--- config.mk ---
export PLATFORM = sky130hd
export DESIGN_NAME = regfile_wb_scheduler
export DESIGN_NICKNAME = d
export VERILOG_FILES = /design/src/rtl/regfile_pkg.sv /design/src/rtl/rr_arbiter.sv /design/src/rtl/regfile_wb_scheduler.sv
export SDC_FILE = /design/constraint.sdc
export NUM_CORES = 1
export LEC_CHECK = 0
export CAP_MARGIN = 15
export CELL_PAD_IN_SITES_DETAIL_PLACEMENT = 1
export CELL_PAD_IN_SITES_GLOBAL_PLACEMENT = 1
export CORE_MARGIN = 2
export CORE_UTILIZATION = 34
export CTS_CLUSTER_DIAMETER = 150
export DETAILED_ROUTE_END_ITERATION = 10
export PLACE_DENSITY_LB_ADDON = 0.2
export SETUP_SLACK_MARGIN = 0.1
export SLEW_MARGIN = 25
export SYNTH_ARGS = -nofsm -noshare
export SYNTH_HDL_FRONTEND = slang
export SYNTH_HIERARCHICAL = 1
export SYNTH_SLANG_ARGS = --single-unit
--- constraint.sdc ---
create_clock -name clk -period 6.6 [get_ports clk]
set_input_delay 1.32 -clock clk [delete_from_list [all_inputs] [get_ports clk]]
set_output_delay 1.32 -clock clk [all_outputs]
set_load 0.05 [all_outputs]
--- src/rtl/regfile_pkg.sv ---
// Shared constants for the register-file writeback path: address/data widths,
// the hardwired-zero register and the writeback requester indices.
package regfile_pkg;
    localparam int REG_ADDR_W = 5;
    localparam int REG_DATA_W = 32;
    localparam logic [REG_ADDR_W-1:0] REG_ZERO = 5'd0;

    localparam int REQ_ALU = 0;
    localparam int REQ_LSU = 1;
    localparam int REQ_MDU = 2;
    localparam int REQ_NUM = 3;
endpackage

--- src/rtl/rr_arbiter.sv ---
// Round-robin arbiter: one-hot grant searching from an internal pointer that
// advances past the winner and holds when nothing is requested.
module rr_arbiter #(
    parameter  int N  = 3,
    localparam int IW = (N > 1) ? $clog2(N) : 1
) (
    input  logic          clk,
    input  logic          rst,
    input  logic [N-1:0]  req,
    output logic [N-1:0]  gnt,
    output logic [IW-1:0] gnt_idx
);
    logic [IW-1:0] ptr;
    logic [IW:0]   sum;
    logic [IW-1:0] idx;
    logic          found;

    always_comb begin
        gnt     = '0;
        gnt_idx = '0;
        found   = 1'b0;
        sum     = '0;
        idx     = '0;
        for (int i = 0; i < N; i++) begin
            sum = {1'b0, ptr} + (IW+1)'(i);
            if (sum >= (IW+1)'(N)) sum = sum - (IW+1)'(N);
            idx = sum[IW-1:0];
            if (!found && req[idx]) begin
                found    = 1'b1;
                gnt[idx] = 1'b1;
                gnt_idx  = idx;
            end
        end
    end

    always_ff @(posedge clk) begin
        if (rst)
            ptr <= '0;
        else if (|req)
            ptr <= (gnt_idx == IW'(N-1)) ? '0 : gnt_idx + 1'b1;
    end
endmodule

--- src/rtl/regfile_wb_scheduler.sv ---
// Arbitrates the register-file write port among the writeback sources and
// tracks long-latency destinations in a busy scoreboard that stalls decode.
module regfile_wb_scheduler
    import regfile_pkg::*;
#(
    parameter int NUM_REQ = REQ_NUM,
    parameter int ADDR_W  = REG_ADDR_W,
    parameter int DATA_W  = REG_DATA_W
) (
    input  logic                      clk,
    input  logic                      rst,
    input  logic [NUM_REQ-1:0]        req_valid_i,
    input  logic [NUM_REQ*ADDR_W-1:0] req_addr_i,
    input  logic [NUM_REQ*DATA_W-1:0] req_data_i,
    output logic [NUM_REQ-1:0]        req_ready_o,
    input  logic                      issue_valid_i,
    input  logic [ADDR_W-1:0]         issue_addr_i,
    output logic                      issue_ready_o,
    input  logic                      readEnable1_i,
    input  logic [ADDR_W-1:0]         readAddr1_i,
    input  logic                      readEnable2_i,
    input  logic [ADDR_W-1:0]         readAddr2_i,
    output logic                      stall_o,
    output logic                      writeEnable_o,
    output logic [ADDR_W-1:0]         writeAddr_o,
    output logic [DATA_W-1:0]         writeData_o
);
    localparam int IW = (NUM_REQ > 1) ? $clog2(NUM_REQ) : 1;

    logic [NUM_REQ-1:0]   gnt;
    logic [IW-1:0]        gnt_idx;
    logic [ADDR_W-1:0]    sel_addr;
    logic [DATA_W-1:0]    sel_data;
    logic [2**ADDR_W-1:0] busy;
    logic                 issue_take;

    rr_arbiter #(.N(NUM_REQ)) u_arb (
        .clk     (clk),
        .rst     (rst),
        .req     (req_valid_i),
        .gnt     (gnt),
        .gnt_idx (gnt_idx)
    );

    always_comb begin
        sel_addr = '0;
        sel_data = '0;
        for (int k = 0; k < NUM_REQ; k++) begin
            if (gnt[k]) begin
                sel_addr = req_addr_i[k*ADDR_W +: ADDR_W];
                sel_data = req_data_i[k*DATA_W +: DATA_W];
            end
        end
    end

    assign req_ready_o   = rst ? '0 : gnt;
    assign issue_ready_o = !rst && (!busy[issue_addr_i] || issue_addr_i == '0);
    assign issue_take    = issue_valid_i && issue_ready_o && issue_addr_i != '0;
    // No bypass: a read stalls until the write has actually landed in the array.
    assign stall_o = !rst &&
                     ((readEnable1_i && readAddr1_i != '0 && busy[readAddr1_i]) ||
                      (readEnable2_i && readAddr2_i != '0 && busy[readAddr2_i]));

    always_ff @(posedge clk) begin
        if (rst) begin
            writeEnable_o <= 1'b0;
            writeAddr_o   <= '0;
            writeData_o   <= '0;
        end else if (|gnt) begin
            writeEnable_o <= sel_addr != '0;
            writeAddr_o   <= sel_addr;
            writeData_o   <= sel_data;
        end else begin
            writeEnable_o <= 1'b0;
        end
    end

    // A same-address issue is always refused while busy, so the set never races the clear.
    always_ff @(posedge clk) begin
        if (rst) begin
            busy <= '0;
        end else begin
            if (writeEnable_o) busy[writeAddr_o] <= 1'b0;
            if (issue_take)    busy[issue_addr_i] <= 1'b1;
        end
    end
endmodule

==> out/metrics.csv <==
stage;metric;value;unit
critical_path;critPathBufInv;2;
timing;worst_slew_pin_slew;0.716;ns
clock_network;ctsResizeCount;0;
timing;min_period_over_period;87.7;%
outcome;status;finished clean;
routing;num_vias;4837;
clock_network;ctsHoldBuffers;0;
power_and_ir_drop;power_leakage;2.37;nW
clock_network;path_clk_slew;0.06;ns
placement;numPlacedInstances;833;
logic_synthesis;synth-compound-area-share;27.5;%
critical_path;cp-start-kind;primary input;
floorplanning;io_pins;177;
global_routing;grt_pass1_wl;27.6;mm
layout;fin_area;6740;um2
clock_network;clk_latency;0.34;ns
routing;routed_via_density;5.70;
logic_synthesis;ys_ff_latch;72;
job;maxCapViolations;0;
power_and_ir_drop;cellPowerDensity;343;nW/um2
logic_synthesis;synth_warnings;6;
layout;areaGrowthSynthToFinish;49.7;%
clock_network;cts_max_level;3;
routing;drc;0;
layout;fillers;1512;
layout;diodes;0;
clock_network;cts-root-buf;clkbuf_16;
global_routing;antenna_found_initial;0;
global_routing;grt_pass1_vias;5156;
hold_path;min-delay-start;writeData_o[3];
clock_network;tritoncts;yes;
power_and_ir_drop;power;2.31;mW
hold_path;hold_path_class;reg -> reg;
logic_synthesis;yosysTopAreaCellShare;32.0;%
logic_synthesis;synth_top_family_by_area;compound AO/OA/AOI/OAI gates;
critical_path;crit_type;in -> out;
timing;fin_ws;0.813;ns
timing;setup_violations;0;
clock_network;cts_setup_buffers;0;
hold_path;min_to;writeData_o[3];
layout;drive_above_1_share;8.77;%
global_routing;grtUsageTotal;24.8;%
logic_synthesis;synthTopCellsByArea;dfxtp_1 32%, mux4_2 11%, a22o_1 7.0%, a22oi_1 6.5%, o21ai_0 6.2%;
critical_path;reg2reg_from;u_arb/ptr[0];
placement;postPlaceCellArea;6400;um2
routing;wirelength;17.7;mm
logic_synthesis;yosys-top-cells-count;72 x dfxtp_1, 71 x nand2_1, 56 x o21ai_0, 39 x a22oi_1;
placement;numPortBuffers;176;
timing;final-hold-violation-count;0;
critical_path;reg2reg_depth;12;
logic_synthesis;synth-edff-count;0;
critical_path;cp-end-kind;output pin;
critical_path;r2r_end;writeEnable_o;
floorplanning;start_util;34.4;%
critical_path;crit_family;buffers and inverters;
floorplanning;coreArea;13100;um2
critical_path;cp_common_cell;clkdlybuf4s50_1;
logic_synthesis;synth_cells;515;
clock_network;numCtsBuffers;9;
critical_path;worstPathRequired;5.28;ns
clock_network;max-clock-path-buffers;2;
floorplanning;die_w;119;um
critical_path;crit_chain;clkdlybuf4s50_1 > mux4_1 > mux2_2 > nand3b_1 > nand2_1 > o31ai_1 > clkdlybuf4s50_1;
routing;wire_per_inst;20.8;um
layout;layoutNonFillerInstCount;849;
logic_synthesis;syn_avg_cell_area;8.74;um2
global_routing;grt_start_max_net_pins;77;
logic_synthesis;synthArstFlopShare;0;%
logic_synthesis;synth_xor_area_share;0;%
critical_path;cp_slowest_stage_delay;0.87;ns
clock_network;cts.sinks;72;
timing;fmaxAchievable;173;MHz
logic_synthesis;synth.most_common_cell;dfxtp_1;
routing;drt_iter0_markers;274;
routing;postRouteAntennaNets;0;
critical_path;r2r_setup_slack;3.29;ns
global_routing;grt-ovfl-total;0;
floorplanning;die_height;119;um
logic_synthesis;yosysUniqueCellTypes;54;
critical_path;critical_path.max_fanout;7;
timing;rsz0062_at_grt;no;
logic_synthesis;synthAdderAreaFrac;1.11;%
layout;final_net_count;806;
timing;slew_viol_final;0;
timing;maxSlewHeadroom;52.1;%
timing;skew;0.00672;ns
hold_path;min_path_cells;1;
placement;gp_congestion;0.905;
timing;fin_hold_ws;0.478;ns
timing;setup_tns;0;ns
logic_synthesis;synth.yosys.seq_area_share;32.0;%
power_and_ir_drop;irDropWorstVdd;0.191;mV
critical_path;crit_arrival;4.47;ns
timing;post-route-min-period;5.79;ns
logic_synthesis;muxShareOfSynthArea;13.5;%
placement;pre_cts_ws;0.855;ns
logic_synthesis;synthSimpleGateAreaFrac;21.8;%
logic_synthesis;synthesis.area;4500;um2
floorplanning;rows;42;
logic_synthesis;synth_ff_type;dfxtp_1;
logic_synthesis;synth_top_area_cell;dfxtp_1;
logic_synthesis;synth_nets;653;
layout;final_core_util;51.5;%
routing;drt_pre_antenna_iters;4;
placement;dp_hpwl;13.5;mm
critical_path;slowest_stage;clkdlybuf4s50_1;
floorplanning;dieArea;14200;um2
area by class of cell:
| class | instances | area, um2 | share of cell area, % |
|---|---|---|---|
| Clock buffer | 12 | 267 | 3.95 |
| Clock inverter | 4 | 73.8 | 1.10 |
| Inverter | 4 | 15.0 | 0.223 |
| Multi-Input combinational cell | 397 | 2900 | 43.1 |
| Sequential cell | 72 | 1440 | 21.4 |
| Tap cell | 176 | 220 | 3.27 |
| Timing Repair Buffer | 184 | 1820 | 27.0 |
state kept, by name, indices dropped and copies added, names as in the netlist:
| signal | count |
|---|---|
| writeEnable_o | 1 |
| u_arb/ptr | 2 |
| writeData_o | 32 |
| busy | 32 |
| writeAddr_o | 5 |
report_power, final:
part	total (mW)	switching, mW	internal [mW]	leakage [nW]
clock	0.550	0.188	0.362	0.169
sequential	0.542	0.0487	0.494	0.585
combinational	1.22	0.753	0.463	1.62
total	2.31	0.990	1.32	2.37
worst max-delay path by stage:
stage | start | end | slack (ns) | cells past startpoint
after floorplan | issue_addr_i[0] | issue_ready_o | 1.55 | 6
after global placement | issue_addr_i[0] | issue_ready_o | 0.96 | 7
after detailed placement | issue_addr_i[0] | issue_ready_o | 0.86 | 7
after CTS | issue_addr_i[0] | issue_ready_o | 0.85 | 7
after global routing | issue_addr_i[0] | issue_ready_o | 0.76 | 7
final | issue_addr_i[0] | issue_ready_o | 0.81 | 7
worst reg2reg max path: cells and delay by family, from the launching register on:
| kind | cells | cell delay, ns |
|---|---|---|
| compound gates | 5 | 1.32 |
| fa+ha+maj | 1 | 0.38 |
| buf+inv | 3 | 0.73 |
| flops | 1 | 0.39 |
| simple gates | 3 | 0.42 |
cell usage in the layout, fill, tap and decap left out, drive strengths merged, types with 2 or more instances in the layout:
cell           count
a22oi             39
clkbuf            12
nand4b             2
ha                 4
bufinv             2
inv                5
buf                8
mux4              24
nor3               4
a22o              36
nand2b             3
nor2b             26
nand3             10
nand2             71
clkdlybuf4s50    176
or2                2
mux2i              2
dfxtp             72
a21boi             2
and3b              2
a211oi             2
o21ai             79
mux2               3
a21oi              8
and2b              3
o311a              2
nand4              2
nor3b              7
nor2              11
nor4               3
nand3b            27
o31ai              7
cell families (layout without fill, tap and decap cells):
kind of cell | count (synthesis) | after routing
buffers and inverters | 46 | 204
and+or+nand+nor | 179 | 179
adders and majority gates | 4 | 4
DFF | 72 | 72
muxes | 29 | 29
AOI/OAI and AO/OA | 185 | 185
per-layer routing:
layer	track usage (%)	up-vias	wire length (um)
met5	0	-	0
met4	6.92	0	315
met3	7.04	22	1250
met2	43.2	184	8670
met1	29.7	2369	7410
li1	-	2262	-
Power figures use the tool's default switching activity.
